==> config.mk <==
export PLATFORM = sky130hd
export DESIGN_NAME = serial_pattern_tx
export DESIGN_NICKNAME = d
export VERILOG_FILES = /design/src/rtl/serial_pattern_tx.sv
export SDC_FILE = /design/constraint.sdc
export NUM_CORES = 1
export LEC_CHECK = 0
export CAP_MARGIN = 25
export CORE_MARGIN = 3
export CORE_UTILIZATION = 56
export CTS_CLUSTER_DIAMETER = 150
export CTS_CLUSTER_SIZE = 30
export DETAILED_ROUTE_END_ITERATION = 7
export GPL_ROUTABILITY_DRIVEN = 0
export PLACE_DENSITY = 0.85
export SYNTH_ARGS = -nofsm -noshare
export SYNTH_HDL_FRONTEND = slang
export SYNTH_SLANG_ARGS = --single-unit
==> constraint.sdc <==
create_clock -name clk -period 3.5 [get_ports clk]
set_input_delay 0.7 -clock clk [delete_from_list [all_inputs] [get_ports clk]]
set_output_delay 0.7 -clock clk [all_outputs]
set_load 0.01 [all_outputs]
==> src/rtl/serial_pattern_tx.sv <==
// Serial stimulus source for a non-overlapping Mealy "101" detector, with a built-in reference tracker.
// Optional SERIAL_PATTERN_TX_REPEAT_EN adds repeat_en to retransmit the captured word.
module serial_pattern_tx #(
  parameter int WIDTH = 8,
  parameter int GAP   = 2
) (
  input  logic             clk,
  input  logic             rst,
`ifdef SERIAL_PATTERN_TX_REPEAT_EN
  input  logic             repeat_en,
`endif
  input  logic             load_valid,
  output logic             load_ready,
  input  logic [WIDTH-1:0] load_data,
  output logic             signal,
  output logic             busy,
  output logic             frame_done,
  output logic             exp_out,
  output logic [7:0]       match_cnt
);
  localparam int              CW       = $clog2(WIDTH);
  localparam logic [CW-1:0]   LAST_IDX = CW'(WIDTH - 1);
  localparam logic [7:0]      GAP_LD   = (GAP > 0) ? 8'(GAP - 1) : 8'd0;
  localparam logic            GAP_ZERO = (GAP == 0);

  typedef enum logic [1:0] {S_IDLE, S_SHIFT, S_GAP} state_t;
  typedef enum logic [1:0] {T0, T1, T10} trk_t;

  state_t           state, state_nxt;
  trk_t             trk, trk_nxt;
  logic [WIDTH-1:0] sreg, sreg_nxt, word, word_nxt, start_word;
  logic [CW-1:0]    bcnt, bcnt_nxt;
  logic [7:0]       gcnt, gcnt_nxt;
  logic             sig_nxt, start, take, rep, last_bit;

`ifdef SERIAL_PATTERN_TX_REPEAT_EN
  assign rep = repeat_en;
`else
  assign rep = 1'b0;
`endif

  assign last_bit   = (state == S_SHIFT) && (bcnt == '0);
  // With no gap the next word can be taken while the last bit is on the line
  assign load_ready = (state == S_IDLE) || (GAP_ZERO && last_bit && !rep);
  assign take       = load_valid && load_ready;
  assign busy       = (state != S_IDLE);
  assign frame_done = last_bit;
  assign exp_out    = (trk == T10) && signal;

  always_comb begin
    state_nxt  = state;
    sreg_nxt   = sreg;
    word_nxt   = word;
    bcnt_nxt   = bcnt;
    gcnt_nxt   = gcnt;
    sig_nxt    = 1'b0;
    start      = 1'b0;
    start_word = load_data;
    case (state)
      S_IDLE: start = take;
      S_SHIFT: begin
        if (bcnt != '0) begin
          sig_nxt  = sreg[WIDTH-1];
          sreg_nxt = {sreg[WIDTH-2:0], 1'b0};
          bcnt_nxt = bcnt - CW'(1);
        end else if (take) begin
          start = 1'b1;
        end else if (GAP_ZERO && rep) begin
          start      = 1'b1;
          start_word = word;
        end else if (!GAP_ZERO) begin
          state_nxt = S_GAP;
          gcnt_nxt  = GAP_LD;
        end else begin
          state_nxt = S_IDLE;
        end
      end
      S_GAP: begin
        if (gcnt != 8'd0) begin
          gcnt_nxt = gcnt - 8'd1;
        end else if (rep) begin
          start      = 1'b1;
          start_word = word;
        end else begin
          state_nxt = S_IDLE;
        end
      end
      default: state_nxt = S_IDLE;
    endcase
    if (start) begin
      state_nxt = S_SHIFT;
      sig_nxt   = start_word[WIDTH-1];
      sreg_nxt  = {start_word[WIDTH-2:0], 1'b0};
      bcnt_nxt  = LAST_IDX;
      word_nxt  = start_word;
    end
  end

  // Tracker sees every line value, idle and gap zeros included
  always_comb begin
    trk_nxt = T0;
    case (trk)
      T0:      trk_nxt = signal ? T1 : T0;
      T1:      trk_nxt = signal ? T1 : T10;
      T10:     trk_nxt = T0;
      default: trk_nxt = T0;
    endcase
  end

  always_ff @(posedge clk or negedge rst) begin
    if (!rst) begin
      state     <= S_IDLE;
      trk       <= T0;
      sreg      <= '0;
      word      <= '0;
      bcnt      <= '0;
      gcnt      <= 8'd0;
      signal    <= 1'b0;
      match_cnt <= 8'd0;
    end else begin
      state     <= state_nxt;
      trk       <= trk_nxt;
      sreg      <= sreg_nxt;
      word      <= word_nxt;
      bcnt      <= bcnt_nxt;
      gcnt      <= gcnt_nxt;
      signal    <= sig_nxt;
      match_cnt <= match_cnt + {7'd0, exp_out};
    end
  end
endmodule
-- Yosys cells after proc, flatten, opt, wreduce, memory -nomap -nowiden
Cells that the tools add are included.
W data, S select, Z words.
- register bits: 32
- input bits: 11
- output and inout port bits: 13
- logic and storage cells: 60
- add/subtract/negate cells: 3
- equal/unequal tests: 11
- multiplexer cells: 24
- reduce and logical (&&, ||, !) cells: 15
- operator list (kind ; number):
    $mux W8 ; 6
    $pmux W8 S2 ; 1
    $mux W2 ; 5
    $mux W3 ; 3
    $ne A3 B3 Y1 const B ; 3
    $add A8 B1 Y8 ; 1
    $reduce_and A4 Y1 ; 2
    $reduce_bool A2 Y1 ; 4
    $reduce_bool A8 Y1 ; 1
    $sub A8 B1 Y8 const B ; 1
    $mux W1 ; 6
    $ne A2 B2 Y1 const B ; 3
    $pmux W2 S3 ; 1
    $eq A2 B1 Y1 const B ; 2
    $eq A2 B2 Y1 const B ; 2
    $logic_not A2 Y1 ; 2
    $pmux W2 S2 ; 1
    $logic_and A1 B1 Y1 ; 3
    $logic_not A3 Y1 ; 1
    $reduce_bool A3 Y1 ; 1
    $sub A3 B1 Y3 const B ; 1
    $ne A2 B1 Y1 const B ; 1
    $pmux W1 S2 ; 1
    $reduce_and A2 Y1 ; 1

-- Logic depth before layout (Yosys ltp)
Gate-level depths: netlist of the first run.
- depth in word-level cells: 7
- gate-level depth with buffers: 7
- gate-level depth less buffers: 7

-- Least setup slack after synthesis of the first run
No wires, ideal clock.
- kind: register to register
- from: register gcnt[0]
- to: register gcnt[1]
- setup time: 0.129 ns
- arrival time: 1.587 ns
- required time: 3.371 ns
- slack: 1.784 ns
- cell stages (with the launch flop): 8
- period minus slack after synthesis: 1.716 ns
- cell sequence: dfrtp_1 -> inv_1 -> ha_1 -> or4b_1 -> buf_2 -> or2_4 -> o21ai_2 -> o21ai_0
- longest elaborated chain between the ends: 3
- RTL lines (item ; RTL line ; source):
    from (decl) ; 33 ; logic [7:0] gcnt, gcnt_nxt;
    from (signal assigned) ; 126 ; gcnt <= gcnt_nxt;
    $sub A8 B1 Y8 / $reduce_bool A8 Y1 (equally long branches) ; 80, 79 ;
    $mux W8 / $ne A2 B2 Y1 (equally long branches) ; - ;
    $pmux W8 S2 / $reduce_and A4 Y1 (equally long branches) ; - ;
Several ways; a longest one is shown, not always the timed one. The select of a mux whose other input is x is not followed.
A chain may end at the register's enable or synchronous reset.

-- Final worst setup path of the first run
- from: register state[1]
- to: output port frame_done
- longest elaborated chain between the ends: 2
- RTL lines (item ; RTL line ; source):
    from (decl) ; 29 ; state_t state, state_nxt;
    from (signal assigned) ; 121 ; state <= state_nxt;
    $eq A2 B1 Y1 ; 42 ; assign last_bit = (state == S_SHIFT) && (bcnt == '0);
    $logic_and A1 B1 Y1 ; 42 ;
    to (decl) ; 17 ; output logic frame_done,
No other way between the ends.

==> results of run 1 <==
layout make-up:
type | instances | area [um^2] | share of cell area
Clock buffer | 6 | 51.3 | 0.0277
Clock inverter | 1 | 5.00 | 0.00270
Inverter | 10 | 37.5 | 0.0203
Multi-Input combinational cell | 107 | 707 | 0.382
Sequential cell | 31 | 776 | 0.419
Tap cell | 30 | 37.5 | 0.0203
Timing Repair Buffer | 24 | 238 | 0.128
Yosys cell counts, types with 2 or more instances:
cell type   n  area share
buf_2       2      0.0065
inv_1      10       0.024
nand3_1     8       0.026
nand2_1    13       0.032
a21oi_1    10       0.033
nand4_1     2      0.0082
o21ai_0     9       0.029
nor2b_1     3       0.012
dfrtp_1    31        0.51
o31ai_1     2      0.0098
nor2_1     12       0.029
o211ai_1    2      0.0098
xor2_1      3       0.017
xnor2_1     5       0.029
a31oi_1     2      0.0082
ha_1        9       0.073
or4_1       2      0.0098
nor3_1      4       0.013
mux2i_1     6       0.039
critical path: cells and delay by family, from the launching register on:
kind	cells	cell delay (ns)
adders and majority gates	1	0.22
buffers and inverters	3	0.75
DFF	1	0.42
and+or+nand+nor	1	0.14
placed cells by master, fill, tap and decap left out, types with 2 or more instances in the layout:
cell type,count
nand4_1,2
a31oi_1,2
a21oi_1,10
o21ai_0,9
nor2_1,12
xor2_1,3
dfrtp_1,31
xnor2_1,5
clkdlybuf4s50_1,23
nand3_1,8
o31ai_1,2
o211ai_1,2
inv_1,10
clkbuf_4,5
nor2b_1,3
mux2i_1,6
ha_1,9
or4_1,2
nor3_1,4
nand2_1,13
worst max path at each step:
| stage | end | startpoint |
|---|---|---|
| detailed placement | state[1] | load_valid |
| finish | frame_done | state[1] |
| CTS | frame_done | state[1] |
| global placement | state[1] | load_valid |
| global route | frame_done | state[1] |
| floorplan | gcnt[1] | gcnt[0] |
sequential cells by signal (all words and copies together), names as in the netlist:
name	count
state	2
bcnt	3
gcnt	8
match_cnt	8
signal	1
sreg	7
trk	2
routing by layer:
| metal | vias to the layer above | wire length, um |
|---|---|---|
| met2 | 25 | 1490 |
| met5 | - | 0 |
| met3 | 6 | 160 |
| met1 | 566 | 1290 |
| li1 | 585 | - |
| met4 | 0 | 51 |
per-stage QoR:
step,hold slack [ns],total power (uW)
floorplan,0.404,844
global placement,0.437,983
detailed placement,0.452,1020
CTS,0.467,1230
global route,0.485,1300
finish,0.462,1220
kinds of logic (layout without fill, tap and decap cells):
logic type,after synthesis,after routing,synth area share
XOR/XNOR,8,8,0.0457
flip-flops,31,31,0.506
adder cells (fa/ha/maj),9,9,0.0734
buffers and inverters,13,41,0.0334
multiplexers,6,6,0.0392
AND/OR/NAND/NOR,52,52,0.174
AO/OA/AOI/OAI,32,32,0.129
report_power, final:
| group | switching, uW | internal (uW) | leakage, uW |
|---|---|---|---|
| sequential | 68.0 | 458 | 0.000391 |
| clock | 116 | 92.9 | 0.0000341 |
| combinational | 257 | 225 | 0.000446 |
==> impl_metrics.csv, run 1 <==
group,metric,value,unit
worst_setup_path,r2r_slack,1.60,ns
hold_path,holdCritPathClass,"register to register",
sta,fin_crit,2.56,ns
global_routing,grt_pass1_wl,5310,um
sta,maxSlewHeadroom,0.628,
cts,insertion_delay,0.33,ns
global_routing,busiest_layer,"met2",
sta,setup_ws,0.942,ns
route,remaining_drc_errors,0,
finish,design_area,0.00185,mm^2
cts,tritoncts,"yes",
place,port_buffers,23,
route,viasPerCell,5.66,
cts,hold_buffers,0,
worst_setup_path,crit_slowest_cell,"clkdlybuf4s50_1",
flow_run,cap_violations,0,
cts,clockRootBuffer,"clkbuf_4",
worst_setup_path,end_kind,"output pin",
route,routed_wl,3000,um
floorplan,die-area,0.00340,mm^2
cts,cts_resized,0,
synth,avgSynthCellArea,10.2,um^2
worst_setup_path,reg2reg_from,"gcnt[0]",
place,hpwlAfterDp,2200,um
finish,drive_above_1_share,0.0670,
worst_setup_path,cp.arrival,1.86,ns
pwr,power_density,657,mW/mm^2
hold_path,hp-start,"trk[1]",
finish,fin_nets,199,
route,drt-initial-drc-count,49,
route,wl_per_cell,14.3,um
sta,min_period_over_period,0.731,
synth,ys_seq_area_frac,0.506,
synth,synth_edf_count,0,
cts,post-cts-setup-buffers,0,
worst_setup_path,worstPathMaxFanout,4,
worst_setup_path,cp.required,2.80,ns
sta,clock_skew,0.0130,ns
sta,tns,0,ns
sta,rsz0062_at_grt,"no",
global_routing,met2_usage,0.346,
place,dp.cells,202,
cts,clkTransAtPathRegs,0.10,ns
cts,h-tree-depth,2,
place,dp_slack,1.29,ns
synth,synthFlopType,"dfrtp_1",
route,dr_total_vias,1182,
finish,fin_cells,209,
finish,n_antenna_cell,0,
route,drt_first_pass_iters,4,
finish,area_delta_synth_final,20.7,%
synth,yosysWarnings,0,
sta,max_freq,0.391,GHz
status,status,"complete, no violations",
cts,clock_sinks,31,
route,ant_nets,0,
synth,synth_cell_types,35,
global_routing,gr-usage-all-layers,0.208,
worst_setup_path,critPathMaxStageDelay,0.56,ns
finish,fillers,190,
worst_setup_path,startpoint_type,"register",
sta,setup_violations,0,
sta,slew_viol_final,0,
pwr,ir_drop,0.000684,V
floorplan,core,0.00254,mm^2
synth,yosys_register_bits,31,
worst_setup_path,timing.rr.end,"gcnt[1]",
global_routing,grt_util_met1,0.249,
floorplan,row_count,18,
global_routing,grt_max_degree,32,
hold_path,hold_end,"trk[0]",
sta,finalHoldViolations,0,
cts,cts_buffers,5,
cts,cts.path.max_buffers,2,
global_routing,antenna_found_initial,0,
worst_setup_path,crit_path_cell_trace,"inv_1 -> ha_1 -> inv_1 -> nor2_1 -> clkdlybuf4s50_1",
floorplan,num_io_pins,24,
finish,fin_util,0.728,
synth,syn_area,0.00153,mm^2
worst_setup_path,ff2ff_path_depth,6,
sta,worstMarginPinSlew,0.556,ns
floorplan,die_x,58.3,um
floorplan,die_h,58.3,um
worst_setup_path,crit_top_cell,"inv_1",
synth,syn_nets,171,
pwr,power_leakage,0.000871,uW
hold_path,hold_depth,1,
place,placed_cell_area,0.00180,mm^2
global_routing,grt_pass1_vias,1235,
synth,synthCells,151,
floorplan,initial_utilization,0.603,
global_routing,grt_use_met3,0.0526,
worst_setup_path,criticalPathCategory,"register to output pin",
global_routing,grt-ovfl-total,0,
synth,async_flop_share,1.00,
(Power assumes the default switching activity.)
==> run 2, diff against run 1 <==
--- a/config.mk
+++ b/config.mk
@@ -7,12 +7,12 @@
 export LEC_CHECK = 0
 export CAP_MARGIN = 25
 export CORE_MARGIN = 3
-export CORE_UTILIZATION = 56
+export CORE_UTILIZATION = 52
 export CTS_CLUSTER_DIAMETER = 150
 export CTS_CLUSTER_SIZE = 30
 export DETAILED_ROUTE_END_ITERATION = 7
 export GPL_ROUTABILITY_DRIVEN = 0
-export PLACE_DENSITY = 0.85
+export PLACE_DENSITY = 0.8
 export SYNTH_ARGS = -nofsm -noshare
 export SYNTH_HDL_FRONTEND = slang
 export SYNTH_SLANG_ARGS = --single-unit
==> constraint.sdc (replaced) <==
create_clock -name clk -period 2.55 [get_ports clk]
set_input_delay 0.51 -clock clk [delete_from_list [all_inputs] [get_ports clk]]
set_output_delay 0.51 -clock clk [all_outputs]
set_load 0.01 [all_outputs]
==> run 2 against run 1 <==
Net effect:
- non-clock buffer count is 1 higher
- utilization is 6.4 points lower
- setup slack worse by 0.64 ns
- power is 34% higher
- register-to-register slack worse by 0.96 ns
- die area is 6.9% higher
- combinational power is 39% higher
- clock skew is 0.0097 ns lower
- first-iteration DRC count is 14% higher
- cell count is 0.48% higher
- clock power is 15% higher
==> impl_metrics.csv, run 2 (synthesis gave the netlist of run 1 again) <==
group,metric,value,unit
sta,rsz0062_at_grt,"no",
floorplan,row_count,19,
worst_setup_path,cp.required,2.04,ns
pwr,total_power,1630,uW
global_routing,grt_pass1_wl,4820,um
hold_path,hold_depth,1,
global_routing,grt_max_degree,32,
worst_setup_path,criticalPathCategory,"register to output pin",
worst_setup_path,crit_path_start,"state[1]",
sta,max_freq,0.444,GHz
cts,clkTransAtPathRegs,0.08,ns
route,remaining_drc_errors,0,
sta,fin_crit,2.25,ns
sta,finalHoldViolations,0,
finish,final_common_cell,"dfrtp_1",
hold_path,holdCritPathClass,"register to register",
flow_run,cap_violations,0,
cts,cts_buffers,5,
route,dr_total_vias,1224,
worst_setup_path,worstPathMaxFanout,4,
worst_setup_path,cp.arrival,1.74,ns
route,routed_wl,2900,um
floorplan,die_x,60.3,um
cts,clock_sinks,31,
cts,cts_resized,0,
place,hpwlAfterDp,2280,um
cts,h-tree-depth,2,
global_routing,grt_pass1_vias,1157,
cts,cts.path.max_buffers,2,
finish,drive_above_1_share,0.0615,
floorplan,initial_utilization,0.552,
cts,post-cts-setup-buffers,0,
finish,n_antenna_cell,0,
worst_setup_path,startpoint_type,"register",
place,port_buffers,23,
sta,min_period_over_period,0.883,
cts,hold_buffers,0,
cts,tritoncts,"yes",
worst_setup_path,ff2ff_path_depth,6,
route,drt_first_pass_iters,4,
sta,setup_violations,0,
global_routing,gr-usage-all-layers,0.183,
route,drt-initial-drc-count,56,
sta,maxSlewHeadroom,0.624,
pwr,power_density,881,mW/mm^2
worst_setup_path,end_kind,"output pin",
sta,clock_skew,0.00336,ns
finish,area_delta_synth_final,20.3,%
sta,worstMarginPinSlew,0.560,ns
worst_setup_path,timing.rr.end,"state[0]",
route,viasPerCell,5.83,
floorplan,num_io_pins,24,
worst_setup_path,r2r_slack,0.64,ns
cts,insertion_delay,0.31,ns
worst_setup_path,reg2reg_from,"gcnt[0]",
worst_setup_path,endpoint,"frame_done",
finish,top_regs,"gcnt: 8 flops, match_cnt: 8 flops, sreg: 7 flops",
global_routing,antenna_found_initial,0,
floorplan,die_h,60.3,um
route,wl_per_cell,13.8,um
route,ant_nets,0,
cts,clockRootBuffer,"clkbuf_4",
floorplan,core,0.00278,mm^2
global_routing,grt-ovfl-total,0,
sta,tns,0,ns
sta,slew_viol_final,0,
finish,fin_nets,200,
floorplan,die-area,0.00364,mm^2
status,status,"complete, no violations",
pwr,power_leakage,0.000866,uW
pwr,ir_drop,0.000726,V
finish,final_cell_mix,"dfrtp_1 (31), clkdlybuf4s50_1 (23), nand2_1 (13), nor2_1 (12)",
## run 2: cell count changes in the layout (fill, tap and decap cells not counted), sizes merged
cell | previous run | this run
buf | 1 | 2
clkinv | 1 | 0
## run 2: worst min-delay path by stage
stage,startpoint,to,slack (ns)
floorplan,rst,bcnt[0],0.21
global placement,trk[1],trk[0],0.44
detailed placement,trk[1],trk[0],0.45
CTS,trk[1],trk[0],0.46
global route,trk[1],trk[0],0.49
finish,trk[1],trk[0],0.46
## run 2: final cells by class
cell class / instances / area [um^2]
Clock buffer: 6 / 41.3
Multi-Input combinational cell: 107 / 707
Inverter: 10 / 37.5
Fill cell: 219 / 936
Tap cell: 31 / 38.8
Sequential cell: 31 / 776
Timing Repair Buffer: 25 / 245
## run 2: worst max-delay path, cell delays in order, from the launching register on
cell and delay, ns:
dfrtp_1 0.41, inv_1 0.08, ha_1 0.20, inv_1 0.09, nor2_1 0.11, clkdlybuf4s50_1 0.54
## run 2: report_power, final
part / internal [uW] / switching [uW]
logic: 315 / 353
clock network: 97.8 / 143
registers: 629 / 88.7
total: 1040 / 584
## run 2: per-stage QoR
step,area (um^2),hold WS [ns],setup slack [ns],std cells,utilization
3_3_place_gp,1800,0.437,0.679,204,0.649
6_report,1850,0.457,0.298,210,0.664
2_1_floorplan,1530,0.214,0.834,151,-
4_1_cts,1850,0.461,0.280,210,0.664
3_5_place_dp,1800,0.449,0.651,204,0.649
5_1_grt,1850,0.487,0.125,210,0.664
## run 2: routing by layer
metal  routed length [um]  global-route usage  part of all wire
met5                    0                   0                 0
met3                  149              0.0734             0.051
met1                 1160               0.198              0.40
met4                   46              0.0633             0.016
met2                 1540               0.323              0.53
==> run 3, diff against run 2 <==
--- a/config.mk
+++ b/config.mk
@@ -9,7 +9,7 @@
 export CORE_MARGIN = 3
 export CORE_UTILIZATION = 52
 export CTS_CLUSTER_DIAMETER = 150
-export CTS_CLUSTER_SIZE = 30
+export CTS_CLUSTER_SIZE = 16
 export DETAILED_ROUTE_END_ITERATION = 7
 export GPL_ROUTABILITY_DRIVEN = 0
 export PLACE_DENSITY = 0.8
==> constraint.sdc (replaced) <==
create_clock -name clk -period 2.55 [get_ports clk]
set_input_delay 0.51 -clock clk [delete_from_list [all_inputs] [get_ports clk]]
set_output_delay 0.51 -clock clk [all_outputs]
set_load 0.005 [all_outputs]
==> run 3 against run 2 <==
Net effect:
- setup slack better by 0.017 ns
- worst hold slack better by 0.0041 ns
- cell count is 0.95% higher
- clock skew is 0.0020 ns higher
- count of clock-buffer cells in the layout is 2 higher
- cell area is 1.5% higher
- power is 3.7% higher
- wire length is 4.4% higher
- die area stayed put
- combinational power is 3.1% lower
- critical path type unchanged
==> impl_metrics.csv, run 3 (synthesis gave the netlist of run 1 again) <==
group,metric,value,unit
pwr,total_power,1690,uW
finish,fin_nets,200,
floorplan,initial_utilization,0.552,
cts,post-cts-setup-buffers,0,
pwr,ir_drop,0.000692,V
global_routing,grt-ovfl-total,0,
worst_setup_path,startpoint_type,"register",
route,wl_per_cell,14.3,um
route,highest_layer,"met4",
worst_setup_path,reg2reg_from,"gcnt[0]",
sta,setup_violations,0,
cts,cts_resized,0,
route,viasPerCell,5.62,
route,drt-initial-drc-count,51,
floorplan,num_io_pins,24,
pwr,power_density,900,mW/mm^2
worst_setup_path,cp.required,2.04,ns
global_routing,antenna_found_initial,0,
sta,rsz0062_at_grt,"no",
cts,cts.path.max_buffers,2,
worst_setup_path,crit_slowest_cell,"clkdlybuf4s50_1",
worst_setup_path,cp.arrival,1.72,ns
global_routing,gr-usage-all-layers,0.194,
finish,final_common_cell,"dfrtp_1",
cts,insertion_delay,0.32,ns
sta,slew_viol_final,0,
floorplan,die-area,0.00364,mm^2
route,wl_met3,138,um
sta,min_period_over_period,0.876,
cts,tritoncts,"yes",
route,ant_nets,0,
sta,max_freq,0.447,GHz
route,met2_length,1600,um
finish,drive_above_1_share,0.0718,
worst_setup_path,worstPathMaxFanout,4,
floorplan,core,0.00278,mm^2
sta,finalHoldViolations,0,
route,wl_met1,1250,um
cts,clockRootBuffer,"clkbuf_4",
place,hpwlAfterDp,2240,um
flow_run,cap_violations,0,
floorplan,die_h,60.3,um
worst_setup_path,timing.rr.end,"gcnt[0]",
finish,final_cell_mix,"dfrtp_1 (31), clkdlybuf4s50_1 (23), nand2_1 (13), nor2_1 (12)",
route,routed_wl,3030,um
route,remaining_drc_errors,0,
worst_setup_path,r2r_slack,0.65,ns
pwr,power_leakage,0.000880,uW
floorplan,row_count,19,
cts,hold_buffers,0,
worst_setup_path,criticalPathCategory,"register to output pin",
hold_path,holdCritPathClass,"register to register",
sta,worstMarginPinSlew,0.580,ns
sta,clock_skew,0.00538,ns
hold_path,hold_end,"trk[0]",
sta,fin_crit,2.23,ns
worst_setup_path,critPathMaxStageDelay,0.51,ns
status,status,"complete, no violations",
hold_path,hp-start,"trk[1]",
cts,clock_sinks,31,
finish,n_antenna_cell,0,
route,drt_first_pass_iters,4,
route,dr_total_vias,1192,
cts,clkTransAtPathRegs,0.09,ns
global_routing,grt_max_degree,32,
floorplan,die_x,60.3,um
place,port_buffers,23,
worst_setup_path,ff2ff_path_depth,6,
global_routing,grt_pass1_wl,5110,um
cts,cts_buffers,5,
finish,area_delta_synth_final,22.1,%
finish,top_regs,"gcnt: 8 flops, match_cnt: 8 flops, sreg: 7 flops",
sta,tns,0,ns
global_routing,grt_pass1_vias,1218,
worst_setup_path,end_kind,"output pin",
sta,maxSlewHeadroom,0.611,
hold_path,hold_depth,1,
cts,h-tree-depth,2,
worst_setup_path,crit_path_cell_trace,"inv_1 -> ha_1 -> nand2b_1 -> nor2_1 -> clkdlybuf4s50_1",
-- run 3: cell types whose count changed in the layout (fill, tap and decap cells not counted), sizes merged --
| cell | before | now |
|---|---|---|
| clkbuf | 6 | 8 |
-- run 3: worst max path at each step --
stage,start,to,slack [ns],cells past startpoint
3_3_place_gp,state[1],frame_done,0.72,5
3_5_place_dp,bcnt[0],frame_done,0.67,5
2_1_floorplan,gcnt[0],gcnt[1],0.83,7
5_1_grt,state[1],frame_done,0.16,5
4_1_cts,bcnt[0],frame_done,0.30,5
6_report,bcnt[0],frame_done,0.32,5
-- run 3: per-stage QoR --
stage                     utilization  hold WS [ns]  setup slack, ns  cell area, um^2  std cells
after floorplan                     -         0.214            0.834             1530        151
after global placement          0.649         0.437            0.716             1800        204
after detailed placement        0.649         0.451            0.674             1800        204
after CTS                       0.673         0.464            0.296             1870        212
after global routing            0.673         0.488            0.159             1870        212
final                           0.673         0.461            0.315             1870        212
-- run 3: routing by layer --
metal,vias to the layer above,track usage
met1,571,0.212
met5,-,0
met2,31,0.338
met4,0,0.0823
li1,586,-
met3,4,0.0670
-- run 3: power breakdown --
| group | total, uW | internal [uW] | switching (uW) |
|---|---|---|---|
| Clock | 319 | 162 | 157 |
| Combinational | 647 | 313 | 335 |
| Sequential | 720 | 629 | 91.3 |
-- run 3: area by class of cell --
class,count,area [um^2]
fillers,232,908
flip-flops and latches,31,776
multi-input cells,107,707
repair buffers,25,245
clock buffers,8,68.8
well taps,31,38.8
inverters,10,37.5
-- run 3: worst max-delay path: cells and delay by family (launching register included) --
family / cells / cell delay [ns]
adder cells (fa/ha/maj): 1 / 0.18
buffers and inverters: 2 / 0.62
flip-flops: 1 / 0.37
AND/OR/NAND/NOR: 2 / 0.23
